### src/rtl/s_count_monitor_pkg.sv
// Shared types and defaults for the s_count_monitor slice.
//   DEF_*        default parameter values for the monitor
//   mon_state_e  FSM state encoding (IDLE=0, ACQ=1, LOCK=2)
//   mon_evt_t    per-sample event pair raised while LOCKED
package s_count_monitor_pkg;

  localparam int unsigned DEF_WIDTH  = 4;
  localparam int unsigned DEF_LOCK_N = 2;
  localparam int unsigned DEF_WRAP_W = 8;
  localparam int unsigned DEF_ERR_W  = 8;

  typedef enum logic [1:0] {
    ST_IDLE = 2'd0,
    ST_ACQ  = 2'd1,
    ST_LOCK = 2'd2
  } mon_state_e;

  typedef struct packed {
    logic wrap;
    logic err;
  } mon_evt_t;

endpackage

### src/rtl/sat_counter.sv
// Saturating up-counter with synchronous clear.
//   clk, reset  clock and synchronous active-high reset
//   clr         clears q to 0; together with inc, q becomes 1
//   inc         increments q, holding at all-ones
//   q           counter value
module sat_counter #(
  parameter int unsigned W = 8
) (
  input  logic         clk,
  input  logic         reset,
  input  logic         clr,
  input  logic         inc,
  output logic [W-1:0] q
);

  // A coincident increment wins over clear, so the new event is counted.
  always_ff @(posedge clk) begin
    if (reset) begin
      q <= '0;
    end else if (clr && inc) begin
      q <= W'(1);
    end else if (clr) begin
      q <= '0;
    end else if (inc && (q != '1)) begin
      q <= q + W'(1);
    end
  end

endmodule

### src/rtl/s_count_monitor.sv
// Monitor for a free-running +1 count bus: acquires lock after LOCK_N
// clean steps, then reports wraps and step errors.
//   clk, reset   clock and synchronous active-high reset
//   count_valid  qualifies count; when 0 nothing advances and pulses drop
//   count        monitored count value
//   err_clr      clears err_flag and err_cnt (a coincident error wins)
//   locked       FSM is in LOCKED
//   wrap_pulse   one-cycle pulse on an all-ones -> 0 step while LOCKED
//   wrap_cnt     wraps seen while LOCKED, rolls over
//   err_pulse    one-cycle pulse on a step error while LOCKED
//   err_flag     sticky error indicator
//   err_cnt      errors seen while LOCKED, saturating
module s_count_monitor
  import s_count_monitor_pkg::*;
#(
  parameter int unsigned WIDTH  = DEF_WIDTH,
  parameter int unsigned LOCK_N = DEF_LOCK_N,
  parameter int unsigned WRAP_W = DEF_WRAP_W,
  parameter int unsigned ERR_W  = DEF_ERR_W
) (
  input  logic              clk,
  input  logic              reset,
  input  logic              count_valid,
  input  logic [WIDTH-1:0]  count,
  input  logic              err_clr,
  output logic              locked,
  output logic              wrap_pulse,
  output logic [WRAP_W-1:0] wrap_cnt,
  output logic              err_pulse,
  output logic              err_flag,
  output logic [ERR_W-1:0]  err_cnt
);

  localparam int unsigned RUN_W = $clog2(LOCK_N + 1);

  mon_state_e       state_q, state_d;
  logic [WIDTH-1:0] prev_q;
  logic [RUN_W-1:0] run_q, run_d, run_inc;
  logic             step_ok;
  mon_evt_t         evt;

  assign step_ok = (count == WIDTH'(prev_q + WIDTH'(1)));
  assign run_inc = run_q + RUN_W'(1);

  // FSM state register.
  always_ff @(posedge clk) begin
    if (reset) begin
      state_q <= ST_IDLE;
    end else begin
      state_q <= state_d;
    end
  end

  // Next state, clean-step run length and LOCKED events.
  always_comb begin
    state_d = state_q;
    run_d   = run_q;
    evt     = '0;
    if (count_valid) begin
      case (state_q)
        ST_IDLE: begin
          state_d = ST_ACQ;
          run_d   = '0;
        end
        ST_ACQ: begin
          if (!step_ok) begin
            run_d = '0;
          end else if (run_inc == RUN_W'(LOCK_N)) begin
            state_d = ST_LOCK;
            run_d   = '0;
          end else begin
            run_d = run_inc;
          end
        end
        ST_LOCK: begin
          if (step_ok) begin
            // step_ok already implies count==0 when prev is all-ones.
            evt.wrap = (prev_q == '1);
          end else begin
            evt.err = 1'b1;
            state_d = ST_ACQ;
            run_d   = '0;
          end
        end
        default: begin
          state_d = ST_IDLE;
          run_d   = '0;
        end
      endcase
    end
  end

  // Sample history, run counter and registered status outputs.
  always_ff @(posedge clk) begin
    if (reset) begin
      prev_q     <= '0;
      run_q      <= '0;
      locked     <= 1'b0;
      wrap_pulse <= 1'b0;
      wrap_cnt   <= '0;
      err_pulse  <= 1'b0;
      err_flag   <= 1'b0;
    end else begin
      if (count_valid) begin
        prev_q <= count;
      end
      run_q      <= run_d;
      locked     <= (state_d == ST_LOCK);
      wrap_pulse <= evt.wrap;
      err_pulse  <= evt.err;
      if (evt.wrap) begin
        wrap_cnt <= wrap_cnt + WRAP_W'(1);
      end
      if (evt.err) begin
        err_flag <= 1'b1;
      end else if (err_clr) begin
        err_flag <= 1'b0;
      end
    end
  end

  sat_counter #(
    .W (ERR_W)
  ) u_err_cnt (
    .clk   (clk),
    .reset (reset),
    .clr   (err_clr),
    .inc   (evt.err),
    .q     (err_cnt)
  );

endmodule
### config.mk
export PLATFORM = sky130hd
export DESIGN_NAME = s_count_monitor
export DESIGN_NICKNAME = d
export VERILOG_FILES = /design/src/rtl/s_count_monitor_pkg.sv /design/src/rtl/sat_counter.sv /design/src/rtl/s_count_monitor.sv
export SDC_FILE = /design/constraint.sdc
export NUM_CORES = 1
export LEC_CHECK = 0
export ABC_CLOCK_PERIOD_IN_PS = 4400
export CORE_MARGIN = 2
export CORE_UTILIZATION = 40
export CTS_CLUSTER_DIAMETER = 100
export DETAILED_ROUTE_END_ITERATION = 10
export PLACE_DENSITY = 0.65
export SLEW_MARGIN = 5
export SYNTH_ARGS = -nofsm -noshare
export SYNTH_HDL_FRONTEND = slang
export SYNTH_SLANG_ARGS = --single-unit
### constraint.sdc
create_clock -name clk -period 4.4 [get_ports clk]
set_clock_uncertainty 0.2 [all_clocks]
set_input_delay 1.1 -clock clk [delete_from_list [all_inputs] [get_ports clk]]
set_output_delay 1.1 -clock clk [all_outputs]
set_load 0.005 [all_outputs]
==> metrics.yaml <==
grt:
  grt_pass1_wl_mm: 4.61
  grt_start_max_net_pins: 24
  antenna_found_initial: 0
  first_global_vias: 1092
  gr-usage-met3_pct: 2.69
  grt_usage_pct: 15.7
  use_met1_pct: 19.1
  met2_usage_pct: 27.4
  grt_overflow_total: 0
  busiest_layer: "met2"
drt:
  drt-vias-per-instance: 5.43
  vias: 1255
  drtIter0Drc: 55
  drt-total-wl_mm: 2.83
  final_antenna_net_count: 0
  dr.pass1.iters: 4
  drc: 0
  wire_per_inst_um: 12.2
die:
  io-pin-count: 28
  rows: 21
  die_area_sq_mm: 0.00386
  die_w_um: 62.1
  core_sq_mm: 0.00328
  die_height_um: 62.1
  start_util_pct: 41.1
finish:
  syn_to_final_growth_pct: 27.5
  final_common_cell: "dfxtp_1"
  drive_gt1_share_pct: 5.41
  nets: 197
  antenna_cells: 0
  fin_cells: 231
  fill_cells: 329
  final_cell_mix: "dfxtp_1, clkdlybuf4s50_1, nor2_1, a21oi_1, nand2_1"
  fin_area_sq_mm: 0.00172
timing:
  hold_violations: 0
  fin_crit_sh_pct: 72.8
  setup_viol: 0
  maxSlewHeadroom_pct: 47.8
  min_period_ns: 3.20
  drv_slew: 0
  max_freq_ghz: 0.312
  rsz0062_at_grt: "no"
  worst_slew_pin_slew_ns: 0.780
  setup_tns_ns: 0
logic_synthesis:
  seq_area_frac_synth_pct: 41.5
  netlist_area_sq_mm: 0.00135
  synth-xor-area-share_pct: 5.56
  ys_seq_elements: 28
  synth_top_area_share_pct: 41.5
  synth_top_family_by_area: "simple AND/OR/NAND/NOR gates"
  synth_compound_area_share_pct: 17.1
  syn_area_per_cell_sq_um: 8.54
  synthAdderAreaFrac_pct: 2.78
  synth_nets: 169
  synth.largest_area_cell: "dfxtp_1"
  ys_warn_count: 0
  ys_types: 35
  synth.area.top_cells: "dfxtp_1, a21oi_1, nor2_1"
  syn_inst: 158
  synth.area.mux_share_pct: 2.97
  synthSimpleGateAreaFrac_pct: 28.4
power_and_ir_drop:
  power_frac_comb_pct: 7.7
  irDropWorstVdd_mv: 0.122
  p_seq_share_pct: 56.0
  leakagePower_uw: 0.000583
  p_per_area_mw_per_mm2: 269
  p_sw_uw: 97.8
  switching_share_pct: 21.1
  internal_power_uw: 366
  p_clk_share_pct: 36.3
worst_setup_path:
  regToRegSetupSlack_ns: 1.99
  crit_path_end_kind: "flop"
  reg2reg_depth: 6
  worstPathArrival_ns: 3.27
  r2r-start: "prev_q[0]"
  critPathKind: "in2reg"
  required_ns: 4.47
  critPathMaxStageDelay_ns: 0.60
  startpoint_type: "input pin"
  critPathMaxFanout: 12
  r2r-end: "wrap_cnt[5]"
  slowest_stage: "or4_1"
  cp_cell_sequence: "clkdlybuf4s50_1 -> xor2_1 -> xnor2_1 -> o211ai_1 -> or4_1 -> a21oi_1"
clocking:
  clk_latency_ns: 0.32
  cts_made_buffers: 3
  htreeDepth: 1
  clkTransAtPathRegs_ns: 0.15
  clk_path_buf_depth: 2
  post_cts_buffers: 0
  ctsResizeCount: 0
  holdBufCountCts: 0
  cts.sinks: 28
  cts_tree: "built"
  cts_root_buf: "clkbuf_4"
min_path:
  worstHoldPathCells: 2
  hold-path-endpoint: "run_q[1]"
  hold_start: "run_q[1]"
  holdCritPathClass: "reg2reg"
run:
  cap_viol_max_count: 0
place:
  port-buffer-count: 27
  gp_congestion: 0.820
  dp_cells: 227
  dp_hpwl_mm: 2.13
  placed_area_sq_mm: 0.00167
run_status:
  status: "finished clean"
layout make-up:
type,instances,area [sq um],share of cell area [%]
multi-input cells,124,766,44.5
repair buffers,29,285,16.6
flip-flops and latches,28,561,32.6
clock buffers,3,22.5,1.31
clock inverters,1,30.0,1.74
well taps,46,57.6,3.34
Yosys cell counts, drive strengths merged:
master / count
o211ai: 2
nor4b: 1
and4b: 1
dfxtp: 28
o21ai: 8
or4: 5
a31oi: 2
clkbuf: 5
a21oi: 16
a311oi: 1
and3: 1
buf: 1
nor3: 2
and2: 1
nand2b: 2
o21a: 1
o21ba: 1
or2b: 1
o31ai: 5
nor2b: 5
and2b: 1
mux2i: 4
nor2: 16
nand2: 12
o211a: 1
a31o: 1
or3: 5
nand4: 7
xnor2: 4
xnor3: 1
nand3: 9
ha: 3
xor2: 2
nor3b: 1
or2: 2
state kept, by name (all words and copies together), names as in the netlist:
signal       flops
state_q          2
err_flag         1
wrap_pulse       1
wrap_cnt         8
locked           1
err_pulse        1
run_q            2
prev_q           4
u_err_cnt.q      8
kinds of logic after synthesis:
| logic type | after synthesis |
|---|---|
| and+or+nand+nor | 72 |
| AOI/OAI and AO/OA | 38 |
| DFF | 28 |
| xor gates and xnor gates | 7 |
| buffers and inverters | 6 |
| muxes | 4 |
| adders and majority gates | 3 |
worst max path at each step:
stage | start | to | slack, ns
after floorplan | count[3] | wrap_cnt[5] | 1.56
after global routing | count[3] | u_err_cnt.q[7] | 0.99
after global placement | count[3] | u_err_cnt.q[7] | 0.94
after CTS | count[3] | u_err_cnt.q[7] | 1.21
after detailed placement | count[3] | u_err_cnt.q[7] | 0.86
final | count[3] | u_err_cnt.q[7] | 1.20
per-stage QoR:
step	power, uW	util [%]	setup slack, ns	hold WS [ns]
floorplan	287	-	1.56	0.226
global placement	300	50.8	0.939	0.238
detailed placement	301	50.8	0.858	0.245
CTS	471	52.4	1.21	0.265
global route	486	52.4	0.986	0.296
finish	464	52.4	1.20	0.258
critical path: cells and delay by family:
family                 cells  cell delay (ns)
XOR/XNOR                   2             0.57
AO/OA/AOI/OAI              2             0.57
buffers and inverters      1             0.43
AND/OR/NAND/NOR            1             0.60
routing by layer:
layer	share of wire, %	wire [um]
met2	50	1410
met3	3.3	94
met1	46	1300
met4	0.67	19
met5	0	0
power by group through the flow:
stage / logic [uW] / clock network [uW] / registers (uW)
after global placement: 34.8 / 0 / 265
after CTS: 36.2 / 175 / 260
final: 35.8 / 168 / 260
after floorplan: 22.5 / 0 / 264
after global routing: 40.0 / 186 / 260
after detailed placement: 36.1 / 0 / 265
Note: power is estimated with default switching activity, not from simulation.
